--- config.mk ---
export PLATFORM = sky130hd
export DESIGN_NAME = me_stage_ctrl
export DESIGN_NICKNAME = d
export VERILOG_FILES = /design/src/rtl/me_pkg.sv /design/src/rtl/me_timeout_cnt.sv /design/src/rtl/me_stage_ctrl.sv
export SDC_FILE = /design/constraint.sdc
export NUM_CORES = 1
export LEC_CHECK = 0
export BUFFER_PORTS_ARGS = -buffer_cell sky130_fd_sc_hd__buf_2
export CAP_MARGIN = 5
export CORE_MARGIN = 4
export CORE_UTILIZATION = 45
export CTS_BUF_LIST = sky130_fd_sc_hd__clkbuf_8
export DETAILED_ROUTE_END_ITERATION = 8
export PLACE_DENSITY = 0.77
export SLEW_MARGIN = 20
export SYNTH_ARGS = -nofsm -noshare
export SYNTH_HDL_FRONTEND = slang
export SYNTH_SLANG_ARGS = --single-unit
export TNS_END_PERCENT = 20
--- constraint.sdc ---
create_clock -name clk -period 1.8 [get_ports clk]
set_clock_uncertainty 0.15 [all_clocks]
set_input_delay 0.27 -clock clk [delete_from_list [all_inputs] [get_ports clk]]
set_output_delay 0.27 -clock clk [all_outputs]
set_load 0.01 [all_outputs]
--- src/rtl/me_pkg.sv ---
// Shared types and constants for the memory-access pipeline stage.
package me_pkg;
  localparam int unsigned DATA_W = 32;
  localparam int unsigned REG_W  = 5;

  localparam logic [0:0] ST_IDLE = 1'b0;
  localparam logic [0:0] ST_WAIT = 1'b1;

  // Memory operation captured when an access is launched
  typedef struct packed {
    logic [DATA_W-1:0] addr;
    logic [DATA_W-1:0] wdata;
    logic [REG_W-1:0]  dest;
    logic              regwr;
    logic              we;
  } mem_op_t;
endpackage

--- src/rtl/me_timeout_cnt.sv ---
// Clear/enable cycle counter flagging the last permitted WAIT cycle.
module me_timeout_cnt #(
  parameter int unsigned TIMEOUT = 15
) (
  input  logic clk,
  input  logic rst,
  input  logic clr,
  input  logic en,
  output logic tc_c
);
  localparam int unsigned CNT_W = $clog2(TIMEOUT + 1);

  logic [CNT_W-1:0] cnt_q;

  always_ff @(posedge clk or negedge rst) begin
    if (!rst)     cnt_q <= '0;
    else if (clr) cnt_q <= '0;
    else if (en)  cnt_q <= cnt_q + CNT_W'(1);
  end

  assign tc_c = (cnt_q == CNT_W'(TIMEOUT - 1));
endmodule

--- src/rtl/me_stage_ctrl.sv ---
// MIPS memory-access stage: data-memory req/ack handshake, upstream stall, ME/WB register.
module me_stage_ctrl
  import me_pkg::*;
#(
  parameter int unsigned TIMEOUT = 15
) (
  input  logic              clk,
  input  logic              rst,
  input  logic              ex_valid,
  input  logic [DATA_W-1:0] ex_alu,
  input  logic [DATA_W-1:0] ex_wdata,
  input  logic [REG_W-1:0]  ex_dest,
  input  logic              ex_mem2reg,
  input  logic              ex_memwr,
  input  logic              ex_regwr,
  output logic              stall,
  output logic              dmem_req,
  output logic              dmem_we,
  output logic [DATA_W-1:0] dmem_addr,
  output logic [DATA_W-1:0] dmem_wdata,
  input  logic              dmem_ack,
  input  logic [DATA_W-1:0] dmem_rdata,
  output logic              wb_valid,
  output logic [DATA_W-1:0] wb_data,
  output logic [REG_W-1:0]  wb_dest,
  output logic              wb_regwr,
  output logic              mem_err
);
  logic [0:0]        state_q, state_d;
  mem_op_t           op_q, op_d;
  logic              wb_valid_d, wb_regwr_d, err_d;
  logic [DATA_W-1:0] wb_data_d;
  logic [REG_W-1:0]  wb_dest_d;
  logic              mem_op_c, tmo_c;

  assign mem_op_c = ex_valid & (ex_mem2reg | ex_memwr);

  me_timeout_cnt #(.TIMEOUT(TIMEOUT)) u_tmo (
    .clk  (clk),
    .rst  (rst),
    .clr  (state_q == ST_IDLE),
    .en   ((state_q == ST_WAIT) & ~dmem_ack),
    .tc_c (tmo_c)
  );

  // Request is asserted exactly while an access is outstanding
  assign dmem_req   = (state_q == ST_WAIT);
  assign dmem_we    = op_q.we;
  assign dmem_addr  = op_q.addr;
  assign dmem_wdata = op_q.wdata;
  assign stall      = (state_q == ST_WAIT) & ~dmem_ack;

  always_ff @(posedge clk or negedge rst) begin
    if (!rst) begin
      state_q  <= ST_IDLE;
      op_q     <= '0;
      wb_valid <= 1'b0;
      wb_data  <= '0;
      wb_dest  <= '0;
      wb_regwr <= 1'b0;
      mem_err  <= 1'b0;
    end else begin
      state_q  <= state_d;
      op_q     <= op_d;
      wb_valid <= wb_valid_d;
      wb_data  <= wb_data_d;
      wb_dest  <= wb_dest_d;
      wb_regwr <= wb_regwr_d;
      mem_err  <= err_d;
    end
  end

  always_comb begin
    state_d    = state_q;
    op_d       = op_q;
    wb_valid_d = 1'b0;
    wb_data_d  = wb_data;
    wb_dest_d  = wb_dest;
    wb_regwr_d = wb_regwr;
    err_d      = mem_err;
    case (state_q)
      ST_IDLE: begin
        if (ex_valid && !mem_op_c) begin
          wb_valid_d = 1'b1;
          wb_data_d  = ex_alu;
          wb_dest_d  = ex_dest;
          wb_regwr_d = ex_regwr;
        end else if (mem_op_c && (ex_alu[1:0] != 2'b00)) begin
          err_d      = 1'b1;
          wb_valid_d = 1'b1;
          wb_data_d  = ex_alu;
          wb_dest_d  = ex_dest;
          wb_regwr_d = 1'b0;
        end else if (mem_op_c) begin
          op_d.addr  = ex_alu;
          op_d.wdata = ex_wdata;
          op_d.dest  = ex_dest;
          op_d.regwr = ex_regwr;
          op_d.we    = ex_memwr;
          state_d    = ST_WAIT;
        end
      end
      ST_WAIT: begin
        // Ack takes precedence over a timeout in the same cycle
        if (dmem_ack) begin
          state_d    = ST_IDLE;
          wb_valid_d = 1'b1;
          wb_dest_d  = op_q.dest;
          if (op_q.we) begin
            wb_regwr_d = 1'b0;
          end else begin
            wb_data_d  = dmem_rdata;
            wb_regwr_d = op_q.regwr;
          end
        end else if (tmo_c) begin
          state_d    = ST_IDLE;
          err_d      = 1'b1;
          wb_valid_d = 1'b1;
          wb_dest_d  = op_q.dest;
          wb_regwr_d = 1'b0;
        end
      end
      default: state_d = ST_IDLE;
    endcase
  end
endmodule

# After elaboration in Yosys (flattened, before gate mapping)
# Index checks and enable logic that the tools add are counted.
totals:
  output_inout_bits: 107
  wordCells: 72
  regBits: 116
classes:
  n_addsub: 1
  reduce_logical: 8
  n_eq_ne: 10
  bitwise: 7
  muxes: 34
ops:
  columns: ["operator", "n"]
  rows:
  - ["32-bit two-way mux", 4]
  - ["32-bit one-hot mux with 2 select lines", 1]
  - ["5-bit two-way mux", 4]
  - ["1-bit two-way mux", 18]
  - ["2-bit != test, second input constant", 6]
  - ["5-bit one-hot mux with 2 select lines", 1]
  - ["4-bit two-way mux", 2]
  - ["1-bit one-hot mux with 2 select lines", 4]
  - ["4-bit AND reduction", 2]
  - ["4-bit by 1-bit adder with 4-bit output, second input constant", 1]
  - ["4-bit == test, second input constant", 1]
  - ["1-bit NOT", 4]
  - ["3-bit by 2-bit != test with 1-bit output, second input constant", 1]
  - ["3-bit != test, second input constant", 1]
  - ["3-bit AND reduction", 1]
  - ["1-bit AND", 2]
  - ["1-bit logical AND", 2]
  - ["2-bit by 1-bit != test with 1-bit output, second input constant", 1]
  - ["2-bit AND reduction", 1]
  - ["2-bit nonzero test", 1]
  - ["1-bit zero test", 1]
  - ["1-bit bitwise OR", 1]

# Depth between registers and ports, before layout
logic_depth:
  ltp_word: 6
  ltp_mapped: 6
  mapped_depth_nobuf: 6

# Cells and area by module
# From an unflattened synthesis, not the netlist that was laid out.
hier_totals:
  hier_cells: 465
  hier_area_um2: 5455.2
by_module_without_submodules:
  columns: ["module", "cells_each", "area_each_um2", "instances"]
  rows:
  - ["me_stage_ctrl", 445, 5235.0, 1]
  - ["me_timeout_cnt", 20, 220.2, 1]

# Least setup slack after synthesis
# No wires, ideal clock.
synth_path:
  kind: "register to register"
  startpoint: "register state_q (netlist: dmem_req)"
  endpoint: "register wb_data[10]"
  t_required_ps: 1522
  setup_slack_ps: 41
  stages_incl_launch_ff: 5
  path_buffers: 2
  synth_period_minus_slack_ps: 1759
  t_arrival_ps: 1481
  path_cell_list: "dfrtp_1 buf_2 clkbuf_1 mux2_2 mux2_1"
synth_between:
  elab_chain_cells: 3
  word_cells_on_any_way: 6
  cone_classes: "eq/ne: 3; mux: 1; bitwise: 1; reduce/logical: 1"
synth_rtl:
  columns: ["item", "line", "rtl"]
  rows:
  - ["from (decl)", "me_stage_ctrl.sv:29", "logic [0:0] state_q, state_d;"]
  - ["from (signal assigned)", "me_stage_ctrl.sv:63", "state_q <= state_d;"]
  - ["1-bit NOT (no source line)", null, null]
  - ["3-bit != test (no source line)", null, null]
  - ["3-bit AND reduction (no source line)", null, null]
  - ["to (signal assigned)", "me_stage_ctrl.sv:66", "wb_data <= wb_data_d;"]
  - ["to (decl)", "me_stage_ctrl.sv:24", "output logic [DATA_W-1:0] wb_data,"]
# Parallel ways exist; a longest one is shown, timed or not.
# A chain may end at the register's enable or synchronous reset.

# Final worst setup path
layout_path:
  startpoint: "input port ex_valid"
  endpoint: "register wb_data[16]"
layout_between:
  elab_chain_cells: 5
  word_cells_on_any_way: 8
  cone_classes: "eq/ne: 1; mux: 2; bitwise: 1; reduce/logical: 4"
layout_rtl:
  columns: ["item", "line", "rtl"]
  rows:
  - ["from (decl)", "me_stage_ctrl.sv:9", "input logic ex_valid,"]
  - ["1-bit AND", "me_stage_ctrl.sv:36", "assign mem_op_c = ex_valid & (ex_mem2reg | ex_memwr);"]
  - ["1-bit zero test", "me_stage_ctrl.sv:83", "if (ex_valid && !mem_op_c) begin"]
  - ["1-bit logical AND", "me_stage_ctrl.sv:83", null]
  - ["3-bit != test (no source line) / 32-bit two-way mux (equally long branches)", null, null]
  - ["3-bit AND reduction (no source line) / 32-bit one-hot mux with 2 select lines (equally long branches)", null, null]
# Parallel ways exist; a longest one is shown, timed or not.

==> impl_results.html <==
<table>
<tr><th>Metric</th><th>Value</th></tr>
<tr><th colspan="2">Place</th></tr>
<tr><td>Worst setup timing slack at the placement stage</td><td>-0.08918 ns</td></tr>
<tr><td>GP Congestion</td><td>0.7558</td></tr>
<tr><td>Port Buffers</td><td>214</td></tr>
<tr><td>Total placed instance area</td><td>6519 µm²</td></tr>
<tr><td>Sum of net half-perimeters after detailed placement</td><td>9080 µm</td></tr>
<tr><th colspan="2">Power</th></tr>
<tr><td>Power share of the sequential group</td><td>43.7%</td></tr>
<tr><td>Fraction of power spent switching nets</td><td>27.48%</td></tr>
<tr><td>Switching power</td><td>2.163 mW</td></tr>
<tr><td>Internal power component</td><td>5.708 mW</td></tr>
<tr><td>Standby leakage power</td><td>3.912 nW</td></tr>
<tr><td>Worst-case vdd ir drop</td><td>582.1 µV</td></tr>
<tr><td>Clock power frac</td><td>29.4%</td></tr>
<tr><td>Power density over the cells</td><td>1031 nW/µm²</td></tr>
<tr><td>Logic pwr share</td><td>26.9%</td></tr>
<tr><td>Total chip power</td><td>7.871 mW</td></tr>
<tr><th colspan="2">Floorplanning</th></tr>
<tr><td>Number of top-level design ports</td><td>215</td></tr>
<tr><td>Initial core utilization</td><td>46.50%</td></tr>
<tr><td>Core ar.</td><td>12110 µm²</td></tr>
<tr><td>Die boundary width</td><td>119.9 µm</td></tr>
<tr><td>Floorplan die area</td><td>14370 µm²</td></tr>
<tr><td>Die Ht</td><td>119.9 µm</td></tr>
<tr><td>Count of standard-cell rows</td><td>40</td></tr>
<tr><th colspan="2">Finish</th></tr>
<tr><td>Net count reported at finish</td><td>726</td></tr>
<tr><td>Total area of sequential cells</td><td>2904 µm²</td></tr>
<tr><td>ANT cells</td><td>0</td></tr>
<tr><td># fillers</td><td>936</td></tr>
<tr><td>Final Cell Area</td><td>7636 µm²</td></tr>
<tr><td>Layout overhead on the synthesized area</td><td>35.59%</td></tr>
<tr><td>Area used by multi-input combinational logic</td><td>2140 µm²</td></tr>
<tr><td>Layout cells sized above 1</td><td>63.16%</td></tr>
<tr><th colspan="2">Job</th></tr>
<tr><td>Max Cap Viol</td><td>0</td></tr>
<tr><th colspan="2">Timing</th></tr>
<tr><td>Worst slew slack as a fraction of its limit</td><td>67.49%</td></tr>
<tr><td>Fraction of the cycle the final worst path needs</td><td>97.07%</td></tr>
<tr><td>Max-slew violations</td><td>0</td></tr>
<tr><td>Final worst slack</td><td>0.05272 ns</td></tr>
<tr><td>Unrepaired setup endpoints after global routing</td><td>yes</td></tr>
<tr><td>Fin Hold WS</td><td>0.04585 ns</td></tr>
<tr><td>Worst-margin pin slew</td><td>0.4876 ns</td></tr>
<tr><td>Fmax</td><td>572.3 MHz</td></tr>
<tr><td>Final Setup Violations</td><td>0</td></tr>
<tr><td>Min Clock Period, post-route</td><td>1.747 ns</td></tr>
<tr><td>Total count of hold-check failures in the final report</td><td>0</td></tr>
<tr><th colspan="2">Worst setup path</th></tr>
<tr><td>Chain of cells forming the critical path</td><td>dlygate4sd3_1, buf_2, nor2b_4, o31ai_4, o21ai_4, buf_12, mux2_2</td></tr>
<tr><td>WS Path Type</td><td>in -&gt; reg</td></tr>
<tr><td>CP startpoint kind</td><td>primary input</td></tr>
<tr><td>Element type at the critical path end</td><td>flop</td></tr>
<tr><td>Critical path's top delay family</td><td>buffers and inverters</td></tr>
<tr><td>Combined buffer and inverter count along the critical path</td><td>3</td></tr>
<tr><td>Crit path arrival time</td><td>1.90 ns</td></tr>
<tr><td>Max FO, Critical Path</td><td>13</td></tr>
<tr><td>Data required time of the critical path</td><td>1.95 ns</td></tr>
<tr><td>CP max-delay cell</td><td>sky130_fd_sc_hd__dlygate4sd3_1</td></tr>
<tr><td>Worst path max stage delay</td><td>0.52 ns</td></tr>
<tr><th colspan="2">Synthesis</th></tr>
<tr><td>Synthesis-stage register bit count</td><td>116</td></tr>
<tr><td>Library cells used by synthesis</td><td>28</td></tr>
<tr><td>Most used flip-flop cell after synthesis</td><td>sky130_fd_sc_hd__dfrtp_1</td></tr>
<tr><td>Async SR Flop Fraction</td><td>100.0%</td></tr>
<tr><td>Share of the yosys chip area belonging to registers</td><td>51.54%</td></tr>
<tr><td>Count of synthesis-stage warnings from yosys</td><td>0</td></tr>
<tr><td>Synthesized cell area</td><td>5632 µm²</td></tr>
<tr><td>Gate Count Post-Synth</td><td>375</td></tr>
<tr><td>Mapped Avg Cell Area</td><td>15.02 µm²</td></tr>
<tr><td>Number of enable-type register cells in the synthesized netlist</td><td>0</td></tr>
<tr><td>Fraction of synthesized cell area taken by the top area cell type</td><td>51.54%</td></tr>
<tr><td>Library cell occupying the most area in the post-synthesis netlist</td><td>sky130_fd_sc_hd__dfrtp_1</td></tr>
<tr><td>Largest cells by area after synthesis</td><td>sky130_fd_sc_hd__dfrtp_1 52%, sky130_fd_sc_hd__mux2_4 18%, sky130_fd_sc_hd__mux2_2 13%</td></tr>
<tr><td>Mapped Nets</td><td>485</td></tr>
<tr><th colspan="2">Clock tree</th></tr>
<tr><td>H-Tree Depth</td><td>4</td></tr>
<tr><td>Master cell of the clock root buffer</td><td>sky130_fd_sc_hd__clkbuf_8</td></tr>
<tr><td>Clock tree from TritonCTS</td><td>built</td></tr>
<tr><td>Insertion delay of the later-clocked pin in the worst-skew pair</td><td>0.43 ns</td></tr>
<tr><td>Clock-pin transition on the worst setup and hold timing paths</td><td>0.06 ns</td></tr>
<tr><td>Clock tree sinks</td><td>116</td></tr>
<tr><td>Clock tree buffer depth</td><td>2</td></tr>
<tr><td>Number of CTS-inserted buffers</td><td>17</td></tr>
<tr><th colspan="2">Status</th></tr>
<tr><td>Run status</td><td>finished clean</td></tr>
<tr><th colspan="2">Global route</th></tr>
<tr><td>Global router's overall resource usage</td><td>19.42%</td></tr>
<tr><td>Antenna violations before repair</td><td>1</td></tr>
<tr><td>Maximum number of pins on one net before global-route repair</td><td>38</td></tr>
<tr><td>First-pass GRT wire length</td><td>21890 µm</td></tr>
<tr><td>Number of global-route vias before repair</td><td>4285</td></tr>
<tr><td>GRT Residual Overflow</td><td>0</td></tr>
<tr><th colspan="2">Drt</th></tr>
<tr><td>First-pass detailed-route iteration total</td><td>4</td></tr>
<tr><td>Post-DR vias/cell</td><td>4.699</td></tr>
<tr><td>DRC marker count from the first detailed-route iteration</td><td>150</td></tr>
<tr><td>Count of unresolved DRC violations after routing</td><td>0</td></tr>
<tr><td>Sum of routed wire length over all layers</td><td>13500 µm</td></tr>
<tr><td>Routed len/inst</td><td>16.98 µm</td></tr>
<tr><td>Count of vias placed by the detailed router</td><td>3736</td></tr>
<tr><td>Post-route ant nets</td><td>0</td></tr>
<tr><th colspan="2">Worst hold path</th></tr>
<tr><td>Hold crit path type</td><td>in -&gt; reg</td></tr>
</table>
synth_stat cells, types with 3 or more instances:
| cell type | n |
|---|---|
| sky130_fd_sc_hd__mux2_2 | 64 |
| sky130_fd_sc_hd__nand2_1 | 4 |
| sky130_fd_sc_hd__xnor2_1 | 3 |
| sky130_fd_sc_hd__dfrtp_1 | 116 |
| sky130_fd_sc_hd__nor2_1 | 3 |
| sky130_fd_sc_hd__mux2_4 | 67 |
| sky130_fd_sc_hd__and2_1 | 6 |
| sky130_fd_sc_hd__buf_2 | 4 |
| sky130_fd_sc_hd__mux2_1 | 12 |
| sky130_fd_sc_hd__buf_6 | 7 |
| sky130_fd_sc_hd__buf_4 | 67 |
| sky130_fd_sc_hd__o21ai_0 | 3 |
worst reg2reg max path: cells and delay by family (launching register included):
| kind | cells | cell delay, ns |
|---|---|---|
| AND/OR/NAND/NOR | 3 | 0.41 |
| multiplexers | 1 | 0.34 |
| buffers and inverters | 1 | 0.22 |
| flip-flops | 1 | 0.49 |
cells in the final DEF, fill, tap and decap left out:
master,count
sky130_fd_sc_hd__a21oi_1,1
sky130_fd_sc_hd__a32oi_1,1
sky130_fd_sc_hd__and2_1,6
sky130_fd_sc_hd__and3_1,1
sky130_fd_sc_hd__buf_12,7
sky130_fd_sc_hd__buf_2,213
sky130_fd_sc_hd__buf_4,9
sky130_fd_sc_hd__buf_6,1
sky130_fd_sc_hd__bufinv_16,2
sky130_fd_sc_hd__clkbuf_8,21
sky130_fd_sc_hd__clkinv_2,3
sky130_fd_sc_hd__dfrtp_1,115
sky130_fd_sc_hd__dfrtp_2,1
sky130_fd_sc_hd__dlygate4sd3_1,71
sky130_fd_sc_hd__ha_1,2
sky130_fd_sc_hd__inv_1,6
sky130_fd_sc_hd__mux2_1,12
sky130_fd_sc_hd__mux2_2,64
sky130_fd_sc_hd__mux2_4,67
sky130_fd_sc_hd__nand2_1,3
sky130_fd_sc_hd__nand2_2,1
sky130_fd_sc_hd__nand2_4,1
sky130_fd_sc_hd__nand2b_1,2
sky130_fd_sc_hd__nand2b_4,1
sky130_fd_sc_hd__nand3_1,1
sky130_fd_sc_hd__nand4b_1,1
sky130_fd_sc_hd__nor2_1,3
sky130_fd_sc_hd__nor2_4,1
sky130_fd_sc_hd__nor2b_4,1
sky130_fd_sc_hd__o21ai_0,2
sky130_fd_sc_hd__o21ai_2,1
sky130_fd_sc_hd__o21ai_4,1
sky130_fd_sc_hd__o31ai_1,1
sky130_fd_sc_hd__o31ai_4,1
sky130_fd_sc_hd__xnor2_1,3
cell families (layout without fill, tap and decap cells):
family,after synthesis,after routing,share of synthesized area (%)
adder cells (fa/ha/maj),2,2,0.4443
buffers and inverters,81,333,10.89
XOR/XNOR,3,3,0.4666
AND/OR/NAND/NOR,22,22,2.422
multiplexers,143,143,33.06
flip-flops,116,116,51.54
AO/OA/AOI/OAI,8,8,1.177
path summary, 6_finish.rpt:
path                       slack [ns]                         end               startpoint  cells after the start
min in group asynchronous        0.18      wb_data[3]$_DFFE_PN0P_                      rst                      2
min reg2reg                      0.33     wb_data[20]$_DFFE_PN0P_  wb_data[20]$_DFFE_PN0P_                      1
max reg2reg                      0.06   dmem_wdata[6]$_DFFE_PN0P_       dmem_req$_DFF_PN0_                      5
max in group asynchronous        0.72  dmem_wdata[18]$_DFFE_PN0P_                      rst                      3
min                              0.05      wb_data[4]$_DFFE_PN0P_            dmem_rdata[4]                      3
max                              0.05     wb_data[16]$_DFFE_PN0P_                 ex_valid                      7
what timing repair did:
action,in CTS,in global routing
gates resized for setup,2,4
hold buffers,71,0
endpoints found under the setup margin,5,72
setup buffers,0,1
endpoints found under the hold margin,102,0
final cells by class:
| cell class | count | share of cell area (%) |
|---|---|---|
| clock buffer | 21 | 3.785 |
| clock inverter | 9 | 1.180 |
| inverter | 2 | 0.09831 |
| sequential | 116 | 38.03 |
| timing repair buffer | 301 | 26.13 |
| multi-input combinational | 178 | 28.02 |
| tap | 168 | 2.753 |
metal layers:
metal	track usage, %	wire [µm]	up-vias
met2	34.25	6993	146
met4	7.301	232	2
met3	6.409	957	23
met1	21.82	5303	1852
met5	0	13	-
li1	-	-	1713
stage by stage:
stage           TNS, ns  util (%)  std cells
2_1_floorplan         0         -        375
3_3_place_gp          0     53.82        693
3_5_place_dp    -0.4038     53.82        693
4_1_cts               0     62.84        794
5_1_grt        -0.02047     63.05        795
6_report              0     63.05        795
flip-flops by register name (all words and copies together), names as in the netlist, 4 cells and up:
register	count
dmem_addr	32
dmem_wdata	32
op_q	6
u_tmo.cnt_q	4
wb_data	32
wb_dest	5
power groups by stage:
stage,Clock [mW],Combinational (mW),Sequential (mW)
after global placement,0,1.96,3.44
after CTS,2.40,2.13,3.43
after detailed placement,0,2.00,3.46
after floorplan,0,1.46,3.50
after global routing,2.51,2.28,3.51
final,2.32,2.12,3.44
Note: power is estimated with default switching activity, not from simulation.
